===== src/rtl/sha256_pkg.sv =====
// sha256_pkg: shared definitions for the SHA-256 message-schedule slice.
//   WORD_W     - schedule word width (32)
//   SCHED_LEN  - number of schedule words per block (64)
//   WINDOW_LEN - depth of the sliding window of past words (16)
//   state_t    - message-schedule controller states
//   sigma0/1   - SHA-256 small sigma functions used in the expansion
package sha256_pkg;

  localparam int unsigned WORD_W     = 32;
  localparam int unsigned SCHED_LEN  = 64;
  localparam int unsigned WINDOW_LEN = 16;

  typedef enum logic [1:0] {
    IDLE,
    FETCH,
    EXPAND,
    DONE
  } state_t;

  function automatic logic [WORD_W-1:0] rotr(input logic [WORD_W-1:0] x,
                                             input int unsigned       n);
    return (x >> n) | (x << (WORD_W - n));
  endfunction

  function automatic logic [WORD_W-1:0] sigma0(input logic [WORD_W-1:0] x);
    return rotr(x, 7) ^ rotr(x, 18) ^ (x >> 3);
  endfunction

  function automatic logic [WORD_W-1:0] sigma1(input logic [WORD_W-1:0] x);
    return rotr(x, 17) ^ rotr(x, 19) ^ (x >> 10);
  endfunction

endpackage


===== src/rtl/msg_window.sv =====
// msg_window: 16 x 32-bit shift register holding the most recent schedule
// words. Entry 0 is the newest word; tapN is the word N positions back.
//   clock    - rising-edge clock
//   reset    - asynchronous active-low clear of all entries
//   shift_en - shift shift_in into the window, dropping the oldest word
//   shift_in - word to insert
//   tap2/7/15/16 - window words at depths 2, 7, 15 and 16
module msg_window
  import sha256_pkg::*;
(
  input  logic              clock,
  input  logic              reset,
  input  logic              shift_en,
  input  logic [WORD_W-1:0] shift_in,
  output logic [WORD_W-1:0] tap2,
  output logic [WORD_W-1:0] tap7,
  output logic [WORD_W-1:0] tap15,
  output logic [WORD_W-1:0] tap16
);

  logic [WORD_W-1:0] win [WINDOW_LEN];

  always_ff @(posedge clock or negedge reset) begin
    if (!reset) begin
      for (int unsigned i = 0; i < WINDOW_LEN; i++) win[i] <= '0;
    end else if (shift_en) begin
      win[0] <= shift_in;
      for (int unsigned i = 1; i < WINDOW_LEN; i++) win[i] <= win[i-1];
    end
  end

  assign tap2  = win[1];
  assign tap7  = win[6];
  assign tap15 = win[14];
  assign tap16 = win[15];

endmodule


===== src/rtl/msg_schedule.sv =====
// msg_schedule: on a rising edge of enable, reads one 512-bit block as 16
// words from message memory, then streams SHA-256 schedule W[0..63], one
// word per cycle, with a one-cycle done pulse after the last word.
//   clock    - rising-edge clock
//   reset    - asynchronous active-low reset
//   enable   - start level; a 0->1 transition seen in IDLE starts a run
//   mem_data - memory read data, valid the cycle after mem_rd
//   mem_rd   - memory read strobe
//   mem_addr - memory word address (BASE_ADDR + k, wrapping)
//   w_valid  - w_out / w_index valid
//   w_out    - schedule word W[t]
//   w_index  - t
//   busy     - run in progress
//   done     - one-cycle pulse after W[63]
module msg_schedule
  import sha256_pkg::*;
#(
  parameter int unsigned       ADDR_W    = 6,
  parameter logic [ADDR_W-1:0] BASE_ADDR = '0,
  parameter int unsigned       NUM_WORDS = SCHED_LEN
) (
  input  logic              clock,
  input  logic              reset,
  input  logic              enable,
  input  logic [31:0]       mem_data,
  output logic              mem_rd,
  output logic [ADDR_W-1:0] mem_addr,
  output logic              w_valid,
  output logic [31:0]       w_out,
  output logic [5:0]        w_index,
  output logic              busy,
  output logic              done
);

  localparam logic [5:0] LAST_T = 6'(NUM_WORDS - 1);

  state_t      state;
  logic        en_q;
  logic        rd_q;
  logic [4:0]  rd_cnt;
  logic [5:0]  t;
  logic        start;
  logic        shift_en;
  logic [31:0] shift_in;
  logic [31:0] w_new;
  logic [31:0] tap2, tap7, tap15, tap16;

  msg_window u_window (
    .clock    (clock),
    .reset    (reset),
    .shift_en (shift_en),
    .shift_in (shift_in),
    .tap2     (tap2),
    .tap7     (tap7),
    .tap15    (tap15),
    .tap16    (tap16)
  );

  // Blocking start while done is high keeps the earliest restart one cycle
  // after the done pulse.
  assign start = (state == IDLE) && !done && enable && !en_q;

  always_comb begin
    w_new    = sigma1(tap2) + tap7 + sigma0(tap15) + tap16;
    shift_en = ((state == FETCH) && rd_q) || (state == EXPAND);
    shift_in = (state == EXPAND) ? w_new : mem_data;
  end

  // rd_q marks the cycle in which mem_data carries a requested word.
  always_ff @(posedge clock or negedge reset) begin
    if (!reset) begin
      state    <= IDLE;
      en_q     <= 1'b0;
      rd_q     <= 1'b0;
      rd_cnt   <= '0;
      t        <= '0;
      mem_rd   <= 1'b0;
      mem_addr <= '0;
      w_valid  <= 1'b0;
      w_out    <= '0;
      w_index  <= '0;
      busy     <= 1'b0;
      done     <= 1'b0;
    end else begin
      en_q <= enable;
      rd_q <= mem_rd;
      done <= 1'b0;
      case (state)
        IDLE: begin
          w_valid <= 1'b0;
          if (start) begin
            state    <= FETCH;
            busy     <= 1'b1;
            mem_rd   <= 1'b1;
            mem_addr <= BASE_ADDR;
            rd_cnt   <= 5'd1;
            t        <= '0;
          end
        end
        FETCH: begin
          if (rd_cnt < 5'd16) begin
            mem_addr <= mem_addr + 1'b1;
            rd_cnt   <= rd_cnt + 5'd1;
          end else begin
            mem_rd <= 1'b0;
          end
          w_valid <= rd_q;
          if (rd_q) begin
            w_out   <= mem_data;
            w_index <= t;
            t       <= t + 6'd1;
            if (t == 6'd15) state <= EXPAND;
          end
        end
        EXPAND: begin
          w_valid <= 1'b1;
          w_out   <= w_new;
          w_index <= t;
          t       <= t + 6'd1;
          if (t == LAST_T) state <= DONE;
        end
        DONE: begin
          w_valid <= 1'b0;
          busy    <= 1'b0;
          done    <= 1'b1;
          state   <= IDLE;
        end
        default: state <= IDLE;
      endcase
    end
  end

endmodule

===== config.mk =====
export PLATFORM = sky130hd
export DESIGN_NAME = msg_schedule
export DESIGN_NICKNAME = d
export VERILOG_FILES = /design/src/rtl/sha256_pkg.sv /design/src/rtl/msg_window.sv /design/src/rtl/msg_schedule.sv
export SDC_FILE = /design/constraint.sdc
export NUM_CORES = 1
export LEC_CHECK = 0
export CORE_ASPECT_RATIO = 1.4
export CORE_MARGIN = 2
export CORE_UTILIZATION = 35
export CTS_CLUSTER_DIAMETER = 80
export DETAILED_ROUTE_END_ITERATION = 8
export GPL_TIMING_DRIVEN = 0
export PLACE_DENSITY = 0.61
export SETUP_SLACK_MARGIN = 0.1
export SLEW_MARGIN = 10
export SYNTH_ARGS = -nofsm -noshare
export SYNTH_HDL_FRONTEND = slang
export SYNTH_SLANG_ARGS = --single-unit

===== constraint.sdc =====
create_clock -name clock -period 8.3 [get_ports clock]
set_input_delay 1.245 -clock clock [delete_from_list [all_inputs] [get_ports clock]]
set_output_delay 1.245 -clock clock [all_outputs]
set_load 0.02 [all_outputs]

==> flow_summary.toml, run 1 <==
[outcome]
status = "finished clean"

[global_routing]
largest_net_degree_at_the_start_of_global_routing = 108
grt_pass1_wl_um = 122000
grt_util_all_layers_pct = 20.2
grt_antenna_before_repair = 0
globalRoute.totalOverflow = 0
grt_pass1_vias = 20800

[timing]
timing.final.crit_period_ns = 4.86
worst-slew-pin-transition_ns = 1.02
post-route-period-util_pct = 58.6
timing.final.ws_setup_ns = 3.44
slew_headroom_pct = 32.0
unrepaired_setup_endpoints_after_global_routing = "false"
fin_setup_tns_ns = 0
setup_viol = 0
timing.fmax_mhz = 206
hold_violations = 0
final-max-slew-violation-count = 0
finalClockSkew_ns = 0.0277

[drt]
drt.antenna.violating_nets = 0
post_drt_via_cell_ratio = 4.79
drt-initial-drc-count = 1274
routedWlPerCell_um = 18.6
route.vias.total = 20200
drcViolationCount = 0
wirelength_um = 78500
dr.pass1.iters = 5

[floorplan]
placeableCoreArea_sq_mm = 0.0761
floorplan.die.height_um = 331
top_level_ports = 83
dieArea_sq_mm = 0.0788
die_w_um = 238
initial_core_util_pct = 35.2
row_count = 120

[synth]
post_synthesis_instance_area_sq_mm = 0.0268
syn_inst = 3047
post_synth_main_area_contributors = "dfrtp_1 54%, nand2_1 20%, fa_1 4.6%"
number_of_synthesized_flops_with_an_enable_pin = 0
ys_dominant_reg_cell = "dfrtp_1"
synth_area_per_cell_sq_um = 8.79
synth-seq-cells = 575
synth_seq_area_share_pct = 53.7
post_synth_num_cell_types = 60
synth-async-reset-ratio_pct = 100
count_of_synthesis_stage_warnings_from_yosys = 0
synth_common_cells = "1,418 x nand2_1, 575 x dfrtp_1, 150 x inv_1, 131 x clkbuf_1, 120 x xnor2_1"
synth_nets = 3182
synthMostInstantiatedCell = "nand2_1"
post-synth-top-area-cell = "dfrtp_1"
synthDominantCellAreaShare_pct = 53.7

[clocking]
htree_num_levels = 2
cts-hold-fix-buffers = 0
clkLatencyLatePin_ns = 0.64
cts.clk_slew.worst_paths_ns = 0.07
clk_root_buffer_cell = "clkbuf_16"
tritoncts = "built"
clock_sinks = 575
post_cts.resized_instances = 0
cts_setup_buffers = 0
max-clock-path-buffers = 3
numCtsBuffers = 53

[placed_design]
buffers_added_on_ports = 82
finalWeightedCongestion = 0.966
placed_wire_length_estimate_after_detailed_placement_um = 60400
setup_ws_pre_cts_ns = 3.50
dp.cells = 4110

[setup_path]
path_class = "flop to flop"
worstPathRequired_ns = 8.77
timing.critical_path.slowest_stage_cell = "clkbuf_1"
worst_path_largest_cell_delay_ns = 0.62
critPathCaptureType = "flop"
critical_path_buf_inv_count = 4
critPathTopFamily = "adder cells"
timing.critical_path.fanout_max = 5
worst_setup_path_start_kind = "flop"
worstPathArrival_ns = 5.33
ordered_cell_list_for_the_critical_path = "clkbuf_1, xnor2_1, xnor2_1, fa_1, inv_1, fa_1, inv_1, ha_1, inv_1, fa_1, nand2b_1, a21oi_1, o21a_1, o21ai_2, and3_1, o21ai_0, a31oi_1"

[job]
cap_violations = 0

[min_path]
min-delay-path-class = "flop to flop"

[layout]
drive_gt1_share_pct = 5.07
nNetsFinal = 3324
layout-area-overhead-vs-synth_pct = 15.5
antenna-diode-count = 0
instances_no_fill = 4208

[pwr]
ir_drop_v = 0.000169
power.static_leakage_uw = 0.0162
power_density_mw_per_mm2 = 182
-- per-layer routing --
layer  share of wire (%)  up-vias  GRT usage [%]
met3                 3.8      199           2.46
met4                 8.5        0           15.0
met1                  37     9739           22.3
li1                    -     9729              -
met5                   0        -              0
met2                  50      495           35.7
-- per-stage QoR --
step | hold WS [ns] | utilization (%) | cell area [sq um] | power (uW)
3_5_place_dp | 0.421 | 38.1 | 29000 | 2940
3_3_place_gp | 0.424 | 37.9 | 28800 | 2940
4_1_cts | 0.440 | 40.6 | 30900 | 5690
6_report | 0.443 | 40.6 | 30900 | 5640
5_1_grt | 0.454 | 40.6 | 30900 | 5800
2_1_floorplan | 0.439 | - | 26800 | 2860
-- cells in the final DEF (no fill, tap or decap), types with 62 or more instances in the layout --
| cell type | netlist | routed |
|---|---|---|
| dfrtp_1 | 575 | 575 |
| nand2_1 | 1418 | 1418 |
| xnor2_1 | 120 | 120 |
| inv_1 | 150 | 150 |
| o21ai_0 | 106 | 106 |
| a21oi_1 | 104 | 104 |
| clkbuf_1 | 131 | 137 |
| nor2_1 | 64 | 64 |
| fa_1 | 62 | 62 |
| clkdlybuf4s50_1 | 0 | 81 |
-- area by class of cell --
class	instances	area [sq um]
fillers	7606	45200
clock inverters	29	483
repair buffers	87	963
well taps	976	1220
inverters	151	567
clock buffers	69	1490
multi-input cells	2132	11100
plain buffers	189	774
flip-flops and latches	575	14400
-- cell families (layout without fill, tap and decap cells) --
group | Yosys count | in the layout | share of synthesized area (%)
AND/OR/NAND/NOR | 1575 | 1575 | 23.0
multiplexers | 22 | 22 | 0.831
flip-flops | 575 | 575 | 53.7
adder cells (fa/ha/maj) | 100 | 100 | 6.41
AO/OA/AOI/OAI | 284 | 284 | 6.13
XOR/XNOR | 151 | 151 | 4.94
buffers and inverters | 340 | 525 | 5.01
-- final timing paths --
kind	startpoint	to	slack, ns	cells past startpoint
min reg2reg	mem_rd	rd_q	0.44	0
min	mem_rd	rd_q	0.44	0
min in group asynchronous	reset	u_window.win[365]	0.61	1
max in group asynchronous	reset	u_window.tap15[31]	6.16	3
max reg2reg	u_window.tap2[18]	w_out[21]	3.44	17
max	u_window.tap2[18]	w_out[21]	3.44	17
-- registers in the layout (all words and copies together) (netlist names) --
register / count
w_index: 6
w_valid: 1
w_out: 32
mem_addr: 6
mem_rd: 1
done: 1
u_window.tap2: 32
rd_q: 1
u_window.tap15: 32
u_window.tap7: 32
state: 2
t: 6
rd_cnt: 5
u_window.tap16: 32
u_window.win: 384
en_q: 1
busy: 1
-- report_power, final --
part	internal, uW	switching (uW)	total, uW
combinational	22.8	62.5	85.3
clock	1620	1140	2760
sequential	2800	0.379	2800
total	4440	1200	5640
(Power assumes the default switching activity.)
==> inputs of run 2 (changes only) <==
clock period = 4.5 ns   (was 8.3 ns; I/O delays follow)
==> run 2 against run 1 <==
  * Routed wire length about the same
  * Sequential power increased by 85%
  * First-iteration DRC count decreased by 9.7%
  * Largest cell class unchanged
  * Critical endpoint is now u_window.win[508]
  * Critical path type unchanged
  * Highest routed layer unchanged
==> flow_summary.toml, run 2 (synthesized netlist as in run 1, its figures left out) <==
[outcome]
status = "finished clean"

[pwr]
portion_of_total_power_attributed_to_sequential_cells_pct = 49.7
switching_share_pct = 21.2
intPower_uw = 8200
power_density_mw_per_mm2 = 336
power.static_leakage_uw = 0.0162
share_comb_of_total_power_pct = 1.5
p_clk_share_pct = 48.8
power_switching_uw = 2200
ir_drop_v = 0.000313

[timing]
unrepaired_setup_endpoints_after_global_routing = "true"
hold_violations = 0
timing.final.crit_period_ns = 4.29
timing.fmax_mhz = 233
worst-slew-pin-transition_ns = 1.05
slew_headroom_pct = 29.8
post-route-period-util_pct = 95.4
setup_viol = 0
finalClockSkew_ns = 0.0300
final-max-slew-violation-count = 0
timing.final.ws_setup_ns = 0.209

[setup_path]
critPathCaptureType = "flop"
reg2reg_to = "u_window.win[508]"
worstPathArrival_ns = 4.76
worst_setup_path_start_kind = "flop"
timing.rr.start = "u_window.tap2[24]"
rrSetupSlack_ns = 0.21
reg2regPathDepth = 14
timing.critical_path.fanout_max = 7
worstPathRequired_ns = 4.97
path_class = "flop to flop"

[layout]
most_common_cell_after_layout_fill_and_taps_aside = "nand2_1"
instances_no_fill = 4171
drive_gt1_share_pct = 6.29
largest_reg_flops = 384
layout-area-overhead-vs-synth_pct = 15.5
layout_filler_cell_count = 7593
largest_register = "u_window.win"
finalInstanceArea_sq_mm = 0.0309
nNetsFinal = 3287
antenna-diode-count = 0
commonest_cells_after_routing_fill_and_taps_aside = "1,418 x nand2_1, 559 x dfrtp_1, 150 x inv_1, 111 x xnor2_1, 103 x o21ai_0"

[drt]
wirelength_um = 78400
drt-initial-drc-count = 1151
post_drt_via_cell_ratio = 4.82
routedWlPerCell_um = 18.8
route.vias.total = 20100
drcViolationCount = 0
dr.pass1.iters = 5
drt.antenna.violating_nets = 0

[placed_design]
setup_ws_pre_cts_ns = -0.298
dp.cells = 4110
finalWeightedCongestion = 0.966
dpl_cell_area_sq_mm = 0.0290
buffers_added_on_ports = 82
placed_wire_length_estimate_after_detailed_placement_um = 60400

[floorplan]
die_w_um = 238
row_count = 120
placeableCoreArea_sq_mm = 0.0761
initial_core_util_pct = 35.2
top_level_ports = 83
dieArea_sq_mm = 0.0788
floorplan.die.height_um = 331

[global_routing]
grt_util_all_layers_pct = 20.2
globalRoute.totalOverflow = 0
grt_pass1_wl_um = 121000
grt_pass1_vias = 20800
largest_net_degree_at_the_start_of_global_routing = 108
grt_antenna_before_repair = 0

[clocking]
htree_num_levels = 2
max-clock-path-buffers = 3
cts-hold-fix-buffers = 0
clkLatencyLatePin_ns = 0.63
tritoncts = "built"
cts.clk_slew.worst_paths_ns = 0.07
clock_sinks = 575
clk_root_buffer_cell = "clkbuf_16"
numCtsBuffers = 53

[min_path]
min-delay-path-class = "primary input to asynchronous set/reset pin"

[job]
cap_violations = 0
run 2: critical path: stages (launching register included):
cell	delay (ns)
dfrtp_2	0.52
xnor2_2	0.18
xnor2_1	0.15
fa_1	0.53
inv_1	0.06
fa_1	0.51
inv_1	0.05
ha_1	0.41
and4_1	0.31
nand2_1	0.07
a311o_1	0.37
a211oi_2	0.37
a31oi_1	0.15
xor2_1	0.33
a21oi_1	0.12
run 2: layout make-up:
| class | instances | area [sq um] | area share (%) |
|---|---|---|---|
| tap | 976 | 1220 | 3.95 |
| sequential | 575 | 14400 | 46.6 |
| inverter | 151 | 567 | 1.83 |
| clock inverter | 29 | 483 | 1.56 |
| multi-input combinational | 2132 | 11200 | 36.1 |
| timing repair buffer | 92 | 1000 | 3.24 |
| buffer | 147 | 617 | 1.99 |
| clock buffer | 69 | 1490 | 4.80 |
run 2: per-stage QoR:
stage / util (%) / hold slack [ns] / setup TNS, ns / power, uW
floorplan: - / 0.379 / 0 / 5270
global placement: 37.9 / 0.424 / - / 5430
detailed placement: 38.1 / 0.421 / -1.15 / 5430
CTS: 40.6 / 0.0542 / 0 / 10500
global route: 40.6 / 0.0851 / 0 / 10700
finish: 40.6 / 0.0422 / 0 / 10400
run 2: power by group through the flow:
stage,Combinational [uW],Sequential [uW],Clock (uW)
floorplan,5.95,5270,0
global placement,148,5280,0
detailed placement,164,5270,0
CTS,164,5170,5160
global route,180,5160,5350
finish,157,5170,5070
run 2: timing repair:
action,in CTS,in global routing
gates cloned,0,0
endpoints found under the setup margin,31,30
resized for setup,4,31
endpoints found under the hold margin,0,0
buffers inserted,0,5
pin swaps,0,3
run 2: worst max path at each step:
stage	startpoint	to	slack [ns]	cells after the start
floorplan	u_window.tap2[20]	w_out[31]	0.79	17
global placement	reset	u_window.win[159]	-23.34	1
detailed placement	u_window.tap2[20]	u_window.win[501]	-0.30	17
CTS	u_window.tap2[30]	w_out[22]	0.10	15
global route	u_window.tap2[27]	w_out[22]	0.07	14
finish	u_window.tap2[24]	u_window.win[508]	0.21	14
run 2: per-layer routing:
layer	GRT usage, %	wire (um)	up-vias
li1	-	-	9653
met5	0	0	-
met3	2.43	3090	210
met2	35.7	39300	546
met1	22.3	29100	9677
met4	15.0	6820	0
==> inputs of run 3 (changes only) <==
DONT_BUFFER_PORTS = 1   (was default)
PLACE_DENSITY = 0.6   (was 0.61)
==> run 3 against run 2 <==
  * The run now ends with hold timing, slew limit left
  * Cell area decreased by 3.7%
  * Sequential power barely moved
  * Sequential share of layout area up 1.7 points
  * Worst setup slack lost 0.044 ns
  * Count of clock-buffer cells in the layout grew 6
  * Flip-flop and latch count is the same
  * Routed wire length decreased by 0.78%
  * Hold slack worse by 0.26 ns
  * Critical path depth stayed put
  * Critical path type unchanged
==> flow_summary.toml, run 3 (synthesized netlist as in run 1, its figures left out) <==
[placed_design]
dp.cells = 4023
finalWeightedCongestion = 0.936
placed_wire_length_estimate_after_detailed_placement_um = 59000
setup_ws_pre_cts_ns = -0.318
buffers_added_on_ports = 0

[pwr]
power.static_leakage_uw = 0.0157
ir_drop_v = 0.000296
power_density_mw_per_mm2 = 336

[timing]
final-max-slew-violation-count = 486
timing.fmax_mhz = 231
post-route-period-util_pct = 96.3
worst-slew-pin-transition_ns = 2.46
unrepaired_setup_endpoints_after_global_routing = "true"
slew_headroom_pct = -63.8
finalHoldWorstSlack_ns = -0.214
timing.final.ws_setup_ns = 0.165
finalClockSkew_ns = 0.0300
setup_viol = 0
timing.final.crit_period_ns = 4.34
hold_violations = 76

[layout]
instances_no_fill = 4085
largest_reg_flops = 384
antenna-diode-count = 0
nNetsFinal = 3201
seqCellArea_sq_mm = 0.0144
most_common_cell_after_layout_fill_and_taps_aside = "nand2_1"
largest_register = "u_window.win"
drive_gt1_share_pct = 5.60
layout_filler_cell_count = 7638
layout-area-overhead-vs-synth_pct = 11.3
commonest_cells_after_routing_fill_and_taps_aside = "1,418 x nand2_1, 566 x dfrtp_1, 150 x inv_1, 117 x xnor2_1"
multi_input_comb_area_sq_mm = 0.0111

[clocking]
tritoncts = "built"
cts.clk_slew.worst_paths_ns = 0.07
clk_root_buffer_cell = "clkbuf_16"
numCtsBuffers = 52
max-clock-path-buffers = 3
htree_num_levels = 2
clkLatencyLatePin_ns = 0.64
clock_sinks = 575

[floorplan]
die_w_um = 238
floorplan.die.height_um = 331
placeableCoreArea_sq_mm = 0.0761
top_level_ports = 83
dieArea_sq_mm = 0.0788
initial_core_util_pct = 35.2
row_count = 120

[global_routing]
grt_pass1_vias = 20300
grt_pass1_wl_um = 121000
globalRoute.totalOverflow = 0
grt_antenna_before_repair = 0
largest_net_degree_at_the_start_of_global_routing = 576
grt_util_all_layers_pct = 20.1

[drt]
wirelength_um = 77800
drcViolationCount = 0
routedWlPerCell_um = 19.0
drt-initial-drc-count = 1381
route.vias.total = 19700
post_drt_via_cell_ratio = 4.81
drt.antenna.violating_nets = 0
dr.pass1.iters = 5

[setup_path]
path_class = "flop to flop"
worst_path_largest_cell_delay_ns = 0.55
timing.critical_path.fanout_max = 7
critPathCaptureType = "flop"
critical_path_buf_inv_count = 2
ordered_cell_list_for_the_critical_path = "xnor2_1, xnor2_1, fa_1, inv_1, fa_1, inv_1, ha_1, and4_1, nand2_1, a311o_1, a211oi_2, a31oi_1, xor2_1, o22ai_1"
worst_setup_path_start_kind = "flop"
timing.critical_path.slowest_stage_cell = "dfrtp_1"
worstPathRequired_ns = 4.99
worstPathArrival_ns = 4.83
timing.rr.start = "u_window.tap2[23]"
critPathTopFamily = "adder cells"
crit_path_start = "u_window.tap2[23]"

[outcome]
violations_in_the_final_reports = "hold timing, slew limit"
status = "complete, but fails checks"

[job]
cap_violations = 0

[min_path]
min-delay-path-class = "primary input to asynchronous set/reset pin"
[run 3: changes by cell type in the layout (fill, tap and decap cells not counted), moves of 6 or more]
cell,before,now
clkbuf_1,95,103
dfrtp_2,16,9
xnor2_2,9,3
xnor2_1,111,117
clkdlybuf4s50_1,81,0
dfrtp_1,559,566
[run 3: metal layers]
| metal | vias up | wire (um) | global-route usage, % | part of all wire, % |
|---|---|---|---|---|
| met5 | - | 0 | 0 | 0 |
| met4 | 0 | 5980 | 13.4 | 7.7 |
| met3 | 195 | 3450 | 3.00 | 4.4 |
| met2 | 479 | 39500 | 36.0 | 51 |
| met1 | 9517 | 28800 | 22.0 | 37 |
| li1 | 9468 | - | - | - |
[run 3: path summary, 6_finish.rpt]
path / endpoint / slack [ns] / depth (start not counted)
max: w_out[28] / 0.16 / 14
min: u_window.win[432] / -0.21 / 0
max reg2reg: w_out[28] / 0.16 / 14
min reg2reg: u_window.win[367] / 0.47 / 2
max in group asynchronous: u_window.win[255] / 2.80 / 0
min in group clock: en_q / 0.09 / 0
[run 3: through the flow]
stage	area [sq um]	total power, uW	TNS (ns)	utilization (%)	hold WS (ns)
after floorplan	26800	5270	0	-	0.379
final	29800	10000	0	39.2	-0.214
after CTS	29800	10100	0	39.2	-0.264
after global placement	28000	5270	-0.783	36.8	0.422
after global routing	29800	10300	0	39.2	-0.261
after detailed placement	28000	5270	-1.13	36.8	0.418
[run 3: cell type report]
class / count / share of cell area (%)
sequential: 575 / 48.3
clock buffer: 75 / 5.20
clock inverter: 22 / 1.07
timing repair buffer: 1 / 0.0252
tap: 976 / 4.10
inverter: 151 / 1.90
multi-input combinational: 2132 / 37.3
buffer: 153 / 2.14
[run 3: where the power goes]
part / internal, uW / switching [uW] / total, uW
sequential: 5170 / 0.697 / 5170
combinational: 3.44 / 4.69 / 8.14
clock: 2760 / 2070 / 4830
[run 3: what timing repair did]
item / in CTS / in global routing
gates resized for setup: 4 / 17
endpoints found under the setup margin: 32 / 34
pin swaps: 0 / 4
endpoints found under the hold margin: 575 / 575
setup buffers: 0 / 1
cloned: 0 / 0
